## src/rtl/vga_pkg.sv

```systemverilog
// Shared VGA timing presets, sync polarity constants and the timing-flag bundle
// carried through the latency-alignment delay line.
package vga_pkg;

    typedef struct packed {
        int h_active;
        int h_fp;
        int h_sync;
        int h_bp;
        int v_active;
        int v_fp;
        int v_sync;
        int v_bp;
        int pclk_khz;
    } vga_mode_t;

    localparam vga_mode_t MODE_640X480_60 = '{
        h_active: 640, h_fp: 16, h_sync: 96, h_bp: 48,
        v_active: 480, v_fp: 10, v_sync: 2,  v_bp: 33,
        pclk_khz: 25175
    };

    localparam vga_mode_t MODE_640X480_72 = '{
        h_active: 640, h_fp: 24, h_sync: 40, h_bp: 128,
        v_active: 480, v_fp: 9,  v_sync: 3,  v_bp: 28,
        pclk_khz: 31500
    };

    localparam logic SYNC_ACT_LOW  = 1'b0;
    localparam logic SYNC_ACT_HIGH = 1'b1;

    typedef struct packed {
        logic hs;
        logic vs;
        logic act;
        logic line_first;
        logic frame_first;
    } vga_flags_t;

    localparam vga_flags_t FLAGS_IDLE = '0;

    function automatic int mode_h_total(input vga_mode_t m);
        return m.h_fp + m.h_sync + m.h_bp + m.h_active;
    endfunction

    function automatic int mode_v_total(input vga_mode_t m);
        return m.v_fp + m.v_sync + m.v_bp + m.v_active;
    endfunction

endpackage

```

## src/rtl/vga_delay_line.sv

```systemverilog
// Clock-enabled shift register of DEPTH stages (DEPTH >= 1); every stage
// resets to rst_val so a fresh pipeline reads as blanking.
module vga_delay_line #(
    parameter int WIDTH = 1,
    parameter int DEPTH = 1
) (
    input  logic             clk,
    input  logic             rst_n,
    input  logic             ce,
    input  logic [WIDTH-1:0] rst_val,
    input  logic [WIDTH-1:0] d,
    output logic [WIDTH-1:0] q
);

    logic [DEPTH-1:0][WIDTH-1:0] sr_q;
    logic [DEPTH-1:0][WIDTH-1:0] sr_d;

    always_comb begin
        sr_d = sr_q;
        if (ce) begin
            sr_d[0] = d;
            for (int i = 1; i < DEPTH; i++) begin
                sr_d[i] = sr_q[i-1];
            end
        end
    end

    always_ff @(posedge clk or negedge rst_n) begin
        if (!rst_n) begin
            sr_q <= {DEPTH{rst_val}};
        end else begin
            sr_q <= sr_d;
        end
    end

    assign q = sr_q[DEPTH-1];

endmodule

```

## src/rtl/vga_timing_gen.sv

```systemverilog
// Parametrised VGA timing generator: pixel-enabled h/v counters, a request port
// for the pixel source, and syncs/colour re-aligned to the source's fetch latency.
module vga_timing_gen
    import vga_pkg::*;
#(
    parameter int   H_ACTIVE = MODE_640X480_72.h_active,
    parameter int   H_FP     = MODE_640X480_72.h_fp,
    parameter int   H_SYNC   = MODE_640X480_72.h_sync,
    parameter int   H_BP     = MODE_640X480_72.h_bp,
    parameter int   V_ACTIVE = MODE_640X480_72.v_active,
    parameter int   V_FP     = MODE_640X480_72.v_fp,
    parameter int   V_SYNC   = MODE_640X480_72.v_sync,
    parameter int   V_BP     = MODE_640X480_72.v_bp,
    parameter logic HS_POL   = SYNC_ACT_LOW,
    parameter logic VS_POL   = SYNC_ACT_LOW,
    parameter int   CW       = 1,
    parameter int   PIPE_LAT = 1,
    parameter int   CNT_W    = 11
) (
    input  logic              clk,
    input  logic              rst_n,
    input  logic              ce,
    input  logic [3*CW-1:0]   color_in,
    output logic [CNT_W-1:0]  x_px,
    output logic [CNT_W-1:0]  y_px,
    output logic              req_valid,
    output logic              hsync,
    output logic              vsync,
    output logic [CW-1:0]     red,
    output logic [CW-1:0]     green,
    output logic [CW-1:0]     blue,
    output logic              activevideo,
    output logic              line_start,
    output logic              frame_start
);

    localparam int H_BLANK = H_FP + H_SYNC + H_BP;
    localparam int V_BLANK = V_FP + V_SYNC + V_BP;
    localparam int H_TOTAL = H_BLANK + H_ACTIVE;
    localparam int V_TOTAL = V_BLANK + V_ACTIVE;

    localparam logic [CNT_W-1:0] HS_BEGIN  = CNT_W'(H_FP);
    localparam logic [CNT_W-1:0] HS_END    = CNT_W'(H_FP + H_SYNC);
    localparam logic [CNT_W-1:0] VS_BEGIN  = CNT_W'(V_FP);
    localparam logic [CNT_W-1:0] VS_END    = CNT_W'(V_FP + V_SYNC);
    localparam logic [CNT_W-1:0] H_BLANK_C = CNT_W'(H_BLANK);
    localparam logic [CNT_W-1:0] V_BLANK_C = CNT_W'(V_BLANK);
    localparam logic [CNT_W-1:0] H_LAST    = CNT_W'(H_TOTAL - 1);
    localparam logic [CNT_W-1:0] V_LAST    = CNT_W'(V_TOTAL - 1);

    logic [CNT_W-1:0] hc_q, hc_d;
    logic [CNT_W-1:0] vc_q, vc_d;

    vga_flags_t flags_raw;
    vga_flags_t flags_dly;

    logic            hsync_q, hsync_d;
    logic            vsync_q, vsync_d;
    logic            act_q, act_d;
    logic [3*CW-1:0] color_q, color_d;
    logic            line_start_q, line_start_d;
    logic            frame_start_q, frame_start_d;

    always_comb begin
        hc_d = hc_q;
        vc_d = vc_q;
        if (ce) begin
            if (hc_q == H_LAST) begin
                hc_d = '0;
                vc_d = (vc_q == V_LAST) ? '0 : vc_q + CNT_W'(1);
            end else begin
                hc_d = hc_q + CNT_W'(1);
            end
        end
    end

    always_ff @(posedge clk or negedge rst_n) begin
        if (!rst_n) begin
            hc_q <= '0;
            vc_q <= '0;
        end else begin
            hc_q <= hc_d;
            vc_q <= vc_d;
        end
    end

    always_comb begin
        flags_raw             = FLAGS_IDLE;
        flags_raw.hs          = (hc_q >= HS_BEGIN) && (hc_q < HS_END);
        flags_raw.vs          = (vc_q >= VS_BEGIN) && (vc_q < VS_END);
        flags_raw.act         = (hc_q >= H_BLANK_C) && (vc_q >= V_BLANK_C);
        flags_raw.line_first  = flags_raw.act && (hc_q == H_BLANK_C);
        flags_raw.frame_first = flags_raw.line_first && (vc_q == V_BLANK_C);
    end

    // Subtraction is only taken inside the active area, so it cannot wrap.
    assign req_valid = flags_raw.act;
    assign x_px      = flags_raw.act ? hc_q - H_BLANK_C : '0;
    assign y_px      = flags_raw.act ? vc_q - V_BLANK_C : '0;

    generate
        if (PIPE_LAT == 0) begin : g_no_dly
            assign flags_dly = flags_raw;
        end else begin : g_dly
            vga_delay_line #(
                .WIDTH ($bits(vga_flags_t)),
                .DEPTH (PIPE_LAT)
            ) u_flags_dly (
                .clk     (clk),
                .rst_n   (rst_n),
                .ce      (ce),
                .rst_val (FLAGS_IDLE),
                .d       (flags_raw),
                .q       (flags_dly)
            );
        end
    endgenerate

    // Pulses drop on the cycle after the ce edge, so they stay one clk wide.
    always_comb begin
        hsync_d       = hsync_q;
        vsync_d       = vsync_q;
        act_d         = act_q;
        color_d       = color_q;
        line_start_d  = 1'b0;
        frame_start_d = 1'b0;
        if (ce) begin
            hsync_d       = flags_dly.hs ? HS_POL : ~HS_POL;
            vsync_d       = flags_dly.vs ? VS_POL : ~VS_POL;
            act_d         = flags_dly.act;
            color_d       = flags_dly.act ? color_in : '0;
            line_start_d  = flags_dly.line_first;
            frame_start_d = flags_dly.frame_first;
        end
    end

    always_ff @(posedge clk or negedge rst_n) begin
        if (!rst_n) begin
            hsync_q       <= ~HS_POL;
            vsync_q       <= ~VS_POL;
            act_q         <= 1'b0;
            color_q       <= '0;
            line_start_q  <= 1'b0;
            frame_start_q <= 1'b0;
        end else begin
            hsync_q       <= hsync_d;
            vsync_q       <= vsync_d;
            act_q         <= act_d;
            color_q       <= color_d;
            line_start_q  <= line_start_d;
            frame_start_q <= frame_start_d;
        end
    end

    assign hsync       = hsync_q;
    assign vsync       = vsync_q;
    assign activevideo = act_q;
    assign red         = color_q[3*CW-1:2*CW];
    assign green       = color_q[2*CW-1:CW];
    assign blue        = color_q[CW-1:0];
    assign line_start  = line_start_q;
    assign frame_start = frame_start_q;

endmodule

```

## config.mk

```make
export PLATFORM = sky130hd
export DESIGN_NAME = vga_timing_gen
export DESIGN_NICKNAME = d
export VERILOG_FILES = /design/src/rtl/vga_pkg.sv /design/src/rtl/vga_delay_line.sv /design/src/rtl/vga_timing_gen.sv
export SDC_FILE = /design/constraint.sdc
export NUM_CORES = 1
export LEC_CHECK = 0
export BUFFER_PORTS_ARGS = -buffer_cell sky130_fd_sc_hd__buf_2
export CORE_MARGIN = 1.5
export CORE_UTILIZATION = 60
export CTS_BUF_LIST = sky130_fd_sc_hd__clkbuf_4 sky130_fd_sc_hd__clkbuf_8 sky130_fd_sc_hd__clkbuf_16
export DETAILED_ROUTE_END_ITERATION = 7
export MAX_ROUTING_LAYER = met4
export PLACE_DENSITY = 0.85
export SLEW_MARGIN = 20
export SYNTH_ARGS = -nofsm -noshare
export SYNTH_HDL_FRONTEND = slang
export SYNTH_SLANG_ARGS = --single-unit
```

## constraint.sdc

```tcl
create_clock -name clk -period 3.2 [get_ports clk]
set_input_delay 0.16 -clock clk [delete_from_list [all_inputs] [get_ports clk]]
set_output_delay 0.16 -clock clk [all_outputs]
set_load 0.005 [all_outputs]
```

## Yosys cells after proc, flatten, opt, wreduce, memory -nomap -nowiden

Cells that the tools add are included.

| word-level totals | value |
|---|---|
| register bits | 35 |
| input port bits | 6 |
| output and inout port bits | 31 |
| logic and storage cells | 38 |

| cells by class | value |
|---|---|
| add/subtract/negate cells | 4 |
| order comparisons | 6 |
| equality and inequality tests | 4 |
| mux-type cells | 9 |
| reductions and logical operators | 6 |

Operators with widths:

| cell | number |
|---|---|
| 2-to-1 mux 11 bit | 4 |
| adder 11 x 1 -> 11 bit (second input constant) | 2 |
| equality test 11 x 10 -> 1 bit (second input constant) | 2 |
| equality test 11 x 6 -> 1 bit (second input constant) | 1 |
| equality test 11 x 8 -> 1 bit (second input constant) | 1 |
| greater-or-equal comparator 11 x 4 -> 1 bit (second input constant) | 1 |
| greater-or-equal comparator 11 x 5 -> 1 bit (second input constant) | 1 |
| greater-or-equal comparator 11 x 6 -> 1 bit (second input constant) | 1 |
| greater-or-equal comparator 11 x 8 -> 1 bit (second input constant) | 1 |
| < comparator 11 x 4 -> 1 bit (second input constant) | 1 |
| < comparator 11 x 7 -> 1 bit (second input constant) | 1 |
| subtractor 11 x 6 -> 11 bit (second input constant) | 1 |
| subtractor 11 x 8 -> 11 bit (second input constant) | 1 |
| logical AND 1 bit | 5 |
| 2-to-1 mux 1 bit | 4 |
| 2-to-1 mux 3 bit | 1 |
| AND reduction 2 bit | 1 |

## Logic depth before layout (Yosys ltp)

Gate-level depths: netlist of the first run.

| depth | value |
|---|---|
| depth after elaboration | 4 |
| gate-level depth with buffers | 8 |

## Least setup slack after synthesis of the first run

OpenSTA, ideal clock, no wires.

| timing path | value |
|---|---|
| path kind | register to register |
| start | reg hc_q[6] |
| end | reg vc_q[3] |
| library setup time | 0.125 ns |
| arrival | 1.758 ns |
| setup slack | 1.317 ns |
| stages on the path, launching flop included | 9 |
| buffers on the path | 2 |
| cells stage by stage | dfrtp_1 inv_1 ha_1 and4b_1 buf_2 and4_1 clkbuf_1 nand4_1 mux2_2 |

| between the ends | value |
|---|---|
| word-level cells in the longest chain between the ends | 2 |

Ends and longest elaborated chain:

| element | line | source |
|---|---|---|
| start, declared | vga_timing_gen.sv:51 | `logic [CNT_W-1:0] hc_q, hc_d;` |
| start signal, assigned | vga_timing_gen.sv:79 | `hc_q <= '0;` |
| start signal, assigned | vga_timing_gen.sv:82 | `hc_q <= hc_d;` |
| equality test 11 x 10 -> 1 bit | vga_timing_gen.sv:68 | `if (hc_q == H_LAST) begin` |
| AND reduction 2 bit (no source line) | - |  |
| end signal, assigned | vga_timing_gen.sv:83 | `vc_q <= vc_d;` |
| end, declared | vga_timing_gen.sv:52 | `logic [CNT_W-1:0] vc_q, vc_d;` |

No other way between the ends.
A chain may end at the register's enable or synchronous reset.

## Worst setup path in the final report of the first run

| timing path | value |
|---|---|
| start | reg vc_q[3] |
| end | out x_px[3] |

| between the ends | value |
|---|---|
| word-level cells in the longest chain between the ends | 3 |

Ends and longest elaborated chain:

| element | line | source |
|---|---|---|
| greater-or-equal comparator 11 x 6 -> 1 bit | vga_timing_gen.sv:91 | `flags_raw.act = (hc_q >= H_BLANK_C) && (vc_q >= V_BLANK_C);` |
| logical AND 1 bit | vga_timing_gen.sv:91 |  |
| 2-to-1 mux 11 bit | vga_timing_gen.sv:98 | `assign x_px = flags_raw.act ? hc_q - H_BLANK_C : '0;` |
| end, declared | vga_timing_gen.sv:24 | `output logic [CNT_W-1:0] x_px,` |

No other way between the ends.

==> flow_metrics.py, run 1 <==
metrics = {
    "final_layout": {
        "area_growth_pct": 11.16,
        "fin_util": 0.6948,
        "stdcell_area_um2": 2318,
        "final_layout_size_suffix_gt1_frac": 0.2568,
        "mostFrequentLayoutCell": "buf_2",
        "nNetsFinal": 271,
        "antennaDiodeCount": 0,
        "most-common-layout-cells": "36 x buf_2, 33 x dfrtp_1, 24 x nor2_1",
    },
    "synthesis": {
        "synth_largest_area_cell": "dfrtp_1",
        "yosys-top-cells-area": "dfrtp_1 40%, ha_1 5.4%, xnor2_1 4.6%, nor2_1 4.3%, mux2_2 3.8%",
        "synth_top_area_share": 0.3959,
        "ys_types": 44,
        "yosysSeqAreaShare": 0.4211,
        "yosysWarnings": 0,
        "avgSynthCellArea_um2": 9.229,
        "synth_seq_cells": 35,
        "syn_nets": 241,
        "synth_edf_count": 0,
        "synthesis.instances": 226,
        "synthFlopType": "dfrtp_1",
        "syn_area_um2": 2086,
        "synth_async_sr_flop_share": 1.000,
    },
    "sta": {
        "worstMarginPinSlew_ns": 0.7552,
        "timing.fmax_mhz": 373.1,
        "fin_hold_ws_ns": 0.04484,
        "slew_violations": 0,
        "hold_viol": 0,
        "setup_viol": 0,
        "max_slew_margin": 0.4965,
        "min_period_over_period": 0.8376,
        "fin_setup_tns_ns": 0,
        "skew_ns": 0.006437,
        "finalCriticalPeriod_ns": 2.680,
        "rsz0062_at_grt": "false",
    },
    "clocking": {
        "clkLatencyLatePin_ns": 0.35,
        "cts_buffers": 5,
        "tritoncts": "yes",
        "cts_root_buf": "clkbuf_4",
        "cts_buffer_depth": 2,
        "htree_levels": 2,
        "path_clk_slew_ns": 0.11,
        "cts.sinks": 35,
        "cts_setup_buffers": 0,
    },
    "run_status": {
        "outcome": "completed",
    },
    "pwr": {
        "p_total_mw": 0.9201,
        "powerDensity_nw_per_um2": 396.9,
        "ir_drop_uv": 292.6,
        "power.leakage_nw": 1.160,
    },
    "placed_design": {
        "dp_hpwl_um": 2963,
        "io_buffers": 36,
        "placed_cell_area_um2": 2251,
        "place.gp.congestion": 0.9646,
    },
    "worst_setup_path": {
        "path_class": "reg2out",
        "critPathMaxFanout": 16,
        "cp.required_ns": 3.04,
        "worstSetupEndpointType": "output pin",
        "critical_path_arrival_ns": 2.52,
        "slowest_stage": "dfrtp_1",
        "cp_cell_sequence": "inv_1 -> ha_1 -> nor2b_1 -> nor4_1 -> a32o_2 -> inv_2 -> and2_2 -> buf_2",
        "worstSetupStartpointType": "flip-flop",
        "critical_path.max_stage_delay_ns": 0.51,
    },
    "routing": {
        "via_per_inst": 5.554,
        "drtPass1Iterations": 4,
        "num_vias": 1683,
        "drt_iter0_drc": 69,
        "ant_nets": 0,
        "detail_route.wirelength_um": 4145,
        "wl_per_cell_um": 13.68,
        "drcViolationCount": 0,
    },
    "floorplan": {
        "placementRows": 21,
        "dieHeight_um": 61.96,
        "core_area_um2": 3337,
        "die_area_um2": 3839,
        "die_w_um": 61.96,
        "start_util": 0.6250,
        "io_pins": 37,
    },
    "global_route": {
        "grt_use_total": 0.2425,
        "grt_pass1_vias": 1391,
        "antenna_found_initial": 0,
        "grt_remaining_overflow": 0,
        "grt_max_degree": 36,
        "grt_pass1_wl_um": 6465,
    },
    "run": {
        "max_cap_viol_count": 0,
    },
    "min_path": {
        "hold_class": "in2reg",
    },
}
[critical path, delay by kind of cell, from the launching register on]
kind	cells	cell delay, ns
simple gates	3	0.68
compound gates	1	0.41
flops	1	0.51
fa+ha+maj	1	0.17
buf+inv	3	0.39
[registers in the layout, indices dropped and copies added, names as in the netlist]
register             cells
activevideo              1
vc_q                    11
color_q                  3
hsync                    1
line_start               1
hc_q                    11
g_dly.u_flags_dly.q      5
vsync                    1
frame_start              1
[cells in the mapped netlist, types with 2 or more instances]
cell type,number
a211oi_1,2
a21oi_1,2
and2_1,3
and2_2,7
and3_1,4
buf_2,4
buf_6,2
clkbuf_1,8
dfrtp_1,33
dfstp_2,2
ha_1,9
inv_1,14
mux2_2,7
mux2i_1,2
nand2_1,18
nand2b_1,3
nand3_1,8
nand4_1,7
nor2_1,24
nor2b_1,2
nor3_1,9
nor4_1,4
o21ai_0,9
o22ai_1,2
or3_1,5
xnor2_1,11
xor2_1,8
[path summary, 6_finish.rpt]
path / from / to / slack (ns) / depth (start not counted)
min in group asynchronous: rst_n / hc_q[10] / 0.41 / 2
worst min-delay path: color_in[1] / color_q[1] / 0.04 / 3
worst max-delay path: vc_q[3] / x_px[3] / 0.52 / 8
max in group asynchronous: rst_n / vc_q[10] / 2.30 / 2
worst min register to register: g_dly.u_flags_dly.q[4] / hsync / 0.42 / 1
worst max register to register: vc_q[3] / g_dly.u_flags_dly.q[2] / 0.98 / 7
[through the flow]
step	cells	worst slack, ns
final	303	0.5196
after floorplan	226	1.317
after detailed placement	294	0.9101
after global routing	303	0.3154
after global placement	294	1.046
after CTS	303	0.5171
[metal layers]
| metal | global-route usage | vias up | routed length [um] |
|---|---|---|---|
| met4 | 0.07295 | 0 | 55 |
| met5 | - | - | 0 |
| li1 | - | 835 | - |
| met1 | 0.3109 | 815 | 1841 |
| met3 | 0.06211 | 7 | 137 |
| met2 | 0.3780 | 26 | 2110 |
[power breakdown]
part	total (mW)	switching (mW)	internal, mW
registers	0.534	0.0580	0.476
clock network	0.246	0.153	0.0932
logic	0.140	0.0785	0.0617
total	0.920	0.289	0.631
[cell families (layout without fill, tap and decap cells)]
logic type | count (synthesis) | count (layout) | synth area share
multiplexers | 9 | 9 | 0.04739
flip-flops | 35 | 35 | 0.4211
adder cells (fa/ha/maj) | 9 | 9 | 0.05399
AO/OA/AOI/OAI | 23 | 23 | 0.07199
buffers and inverters | 29 | 60 | 0.06179
AND/OR/NAND/NOR | 102 | 102 | 0.2639
XOR/XNOR | 19 | 19 | 0.07978
[what timing repair did]
action                    in CTS  in global routing
hold endpoints to repair      33                  0
gates resized for setup        0                  0
hold buffers                   1                  0
[area by class of cell]
cell class	count	area (um^2)
flip-flops and latches	35	878.3
multi-input cells	162	1079
fillers	284	1018
clock inverters	2	12.51
inverters	15	56.30
clock buffers	6	45.04
well taps	46	57.56
repair buffers	37	190.2
(Power assumes the default switching activity.)
==> run 2: changes to the inputs <==
--- a/config.mk
+++ b/config.mk
@@ -7,11 +7,11 @@
 export LEC_CHECK = 0
 export BUFFER_PORTS_ARGS = -buffer_cell sky130_fd_sc_hd__buf_2
 export CORE_MARGIN = 1.5
-export CORE_UTILIZATION = 60
+export CORE_UTILIZATION = 55
 export CTS_BUF_LIST = sky130_fd_sc_hd__clkbuf_4 sky130_fd_sc_hd__clkbuf_8 sky130_fd_sc_hd__clkbuf_16
 export DETAILED_ROUTE_END_ITERATION = 7
 export MAX_ROUTING_LAYER = met4
-export PLACE_DENSITY = 0.85
+export PLACE_DENSITY = 0.79
 export SLEW_MARGIN = 20
 export SYNTH_ARGS = -nofsm -noshare
 export SYNTH_HDL_FRONTEND = slang
==> constraint.sdc (replaced) <==
create_clock -name clk -period 2.5 [get_ports clk]
set_input_delay 0.125 -clock clk [delete_from_list [all_inputs] [get_ports clk]]
set_output_delay 0.125 -clock clk [all_outputs]
set_load 0.005 [all_outputs]
==> flow_metrics.py, run 2 (same netlist as run 1, synthesis figures left out) <==
metrics = {
    "run": {
        "max_cap_viol_count": 0,
    },
    "sta": {
        "hold_viol": 0,
        "finalCriticalPeriod_ns": 2.406,
        "min_period_over_period": 0.9623,
        "slew_violations": 0,
        "fin_setup_tns_ns": 0,
        "timing.fmax_mhz": 415.7,
        "setup_viol": 0,
        "worstMarginPinSlew_ns": 0.7807,
        "max_slew_margin": 0.4796,
        "skew_ns": 0.004317,
        "rsz0062_at_grt": "false",
    },
    "final_layout": {
        "fillCellCount": 318,
        "antennaDiodeCount": 0,
        "most-common-layout-cells": "36 x buf_2, 31 x dfrtp_1, 24 x nor2_1",
        "final_layout_size_suffix_gt1_frac": 0.2841,
        "area_growth_pct": 15.42,
        "nNetsFinal": 278,
        "stdcell_area_um2": 2407,
        "mostFrequentLayoutCell": "buf_2",
    },
    "floorplan": {
        "die_area_um2": 4171,
        "placementRows": 22,
        "core_area_um2": 3661,
        "start_util": 0.5697,
        "die_w_um": 64.58,
        "io_pins": 37,
        "dieHeight_um": 64.58,
    },
    "pwr": {
        "ir_drop_uv": 355.8,
        "power.leakage_nw": 1.197,
        "powerDensity_nw_per_um2": 535.4,
    },
    "worst_setup_path": {
        "critical_path.max_stage_delay_ns": 0.43,
        "critical_path.top_delay_family": "simple AND/OR/NAND/NOR gates",
        "worstSetupEndpointType": "output pin",
        "worstSetupStartpointType": "flip-flop",
        "cp.required_ns": 2.38,
        "slowest_stage": "dfrtp_1",
        "critPathMaxFanout": 6,
        "path_class": "reg2out",
        "critical_path_arrival_ns": 2.28,
        "cp_cell_sequence": "or3_1 -> or4_4 -> a32o_2 -> buf_4 -> nor2_1 -> buf_2",
        "cp_num_buf_inv": 2,
    },
    "placed_design": {
        "placed_cell_area_um2": 2283,
        "io_buffers": 36,
        "dp_hpwl_um": 3144,
        "place.gp.congestion": 0.9093,
    },
    "global_route": {
        "grt_max_degree": 36,
        "antenna_found_initial": 0,
        "grt_pass1_vias": 1612,
        "grt_pass1_wl_um": 7686,
        "grt_use_total": 0.2505,
        "grt_remaining_overflow": 0,
    },
    "routing": {
        "drtPass1Iterations": 4,
        "via_per_inst": 5.622,
        "drt_iter0_drc": 116,
        "wl_per_cell_um": 14.52,
        "ant_nets": 0,
        "detail_route.wirelength_um": 4531,
        "num_vias": 1754,
        "drcViolationCount": 0,
    },
    "clocking": {
        "htree_levels": 2,
        "path_clk_slew_ns": 0.08,
        "cts_buffers": 5,
        "cts_buffer_depth": 2,
        "cts.sinks": 35,
        "cts_root_buf": "clkbuf_8",
        "clkLatencyLatePin_ns": 0.30,
        "tritoncts": "yes",
    },
    "min_path": {
        "hold_class": "in2reg",
    },
    "run_status": {
        "outcome": "completed",
    },
}
run 2: path summary, 6_finish.rpt:
check | start | end | slack [ns] | depth (start not counted)
max in group asynchronous | rst_n | vc_q[2] | 1.52 | 2
hold reg to reg | g_dly.u_flags_dly.q[4] | hsync | 0.42 | 1
hold / removal | color_in[1] | color_q[1] | 0.07 | 3
min in group asynchronous | rst_n | vc_q[8] | 0.44 | 2
setup / recovery | vc_q[1] | x_px[8] | 0.09 | 6
setup reg to reg | hc_q[6] | vc_q[10] | 0.51 | 7
run 2: layer usage:
layer	vias to the layer above	GRT usage	share of wire
li1	846	-	-
met1	838	0.3423	0.45
met2	61	0.3594	0.47
met3	9	0.06597	0.064
met4	0	0.09309	0.017
met5	-	-	0
run 2: final cells by class:
cell class              instances  area, um^2  area share
flip-flops and latches         35       880.8      0.3659
multi-input cells             162        1079      0.4480
repair buffers                 44       242.7      0.1008
inverters                      15       56.30     0.02339
clock inverters                 3       20.02    0.008316
well taps                      48       60.06     0.02495
clock buffers                   5       68.82     0.02859
run 2: power by group:
part	switching (mW)	internal, mW
clock	0.223	0.194
sequential	0.0750	0.610
combinational	0.107	0.0800
total	0.406	0.883
run 2: through the flow:
stage / utilization / instances / worst slack, ns / hold slack (ns) / power (mW)
6_report: 0.6576 / 312 / 0.09419 / 0.06949 / 1.289
5_1_grt: 0.6576 / 312 / 0.01232 / 0.08658 / 1.358
4_1_cts: 0.6569 / 312 / 0.08266 / 0.07341 / 1.299
3_5_place_dp: 0.6237 / 300 / 0.2793 / 0.2486 / 0.8782
3_3_place_gp: 0.6237 / 300 / 0.2883 / 0.2461 / 0.8723
2_1_floorplan: - / 226 / 0.6171 / -0.1706 / 0.8207
run 2: timing repair:
| action | CTS | global route |
|---|---|---|
| pin swaps | 1 | 0 |
| hold endpoints to repair | 33 | 0 |
| setup buffers | 3 | 0 |
| gates resized for setup | 0 | 2 |
| setup endpoints to repair | 7 | 9 |
| hold buffers | 1 | 0 |
run 2: worst reg2reg max path, cell delays in order (launching register included):
cell	delay (ns)
dfrtp_1	0.47
inv_1	0.12
ha_1	0.17
and4b_1	0.34
nand4_1	0.13
buf_4	0.18
nor4_1	0.34
xor2_1	0.17
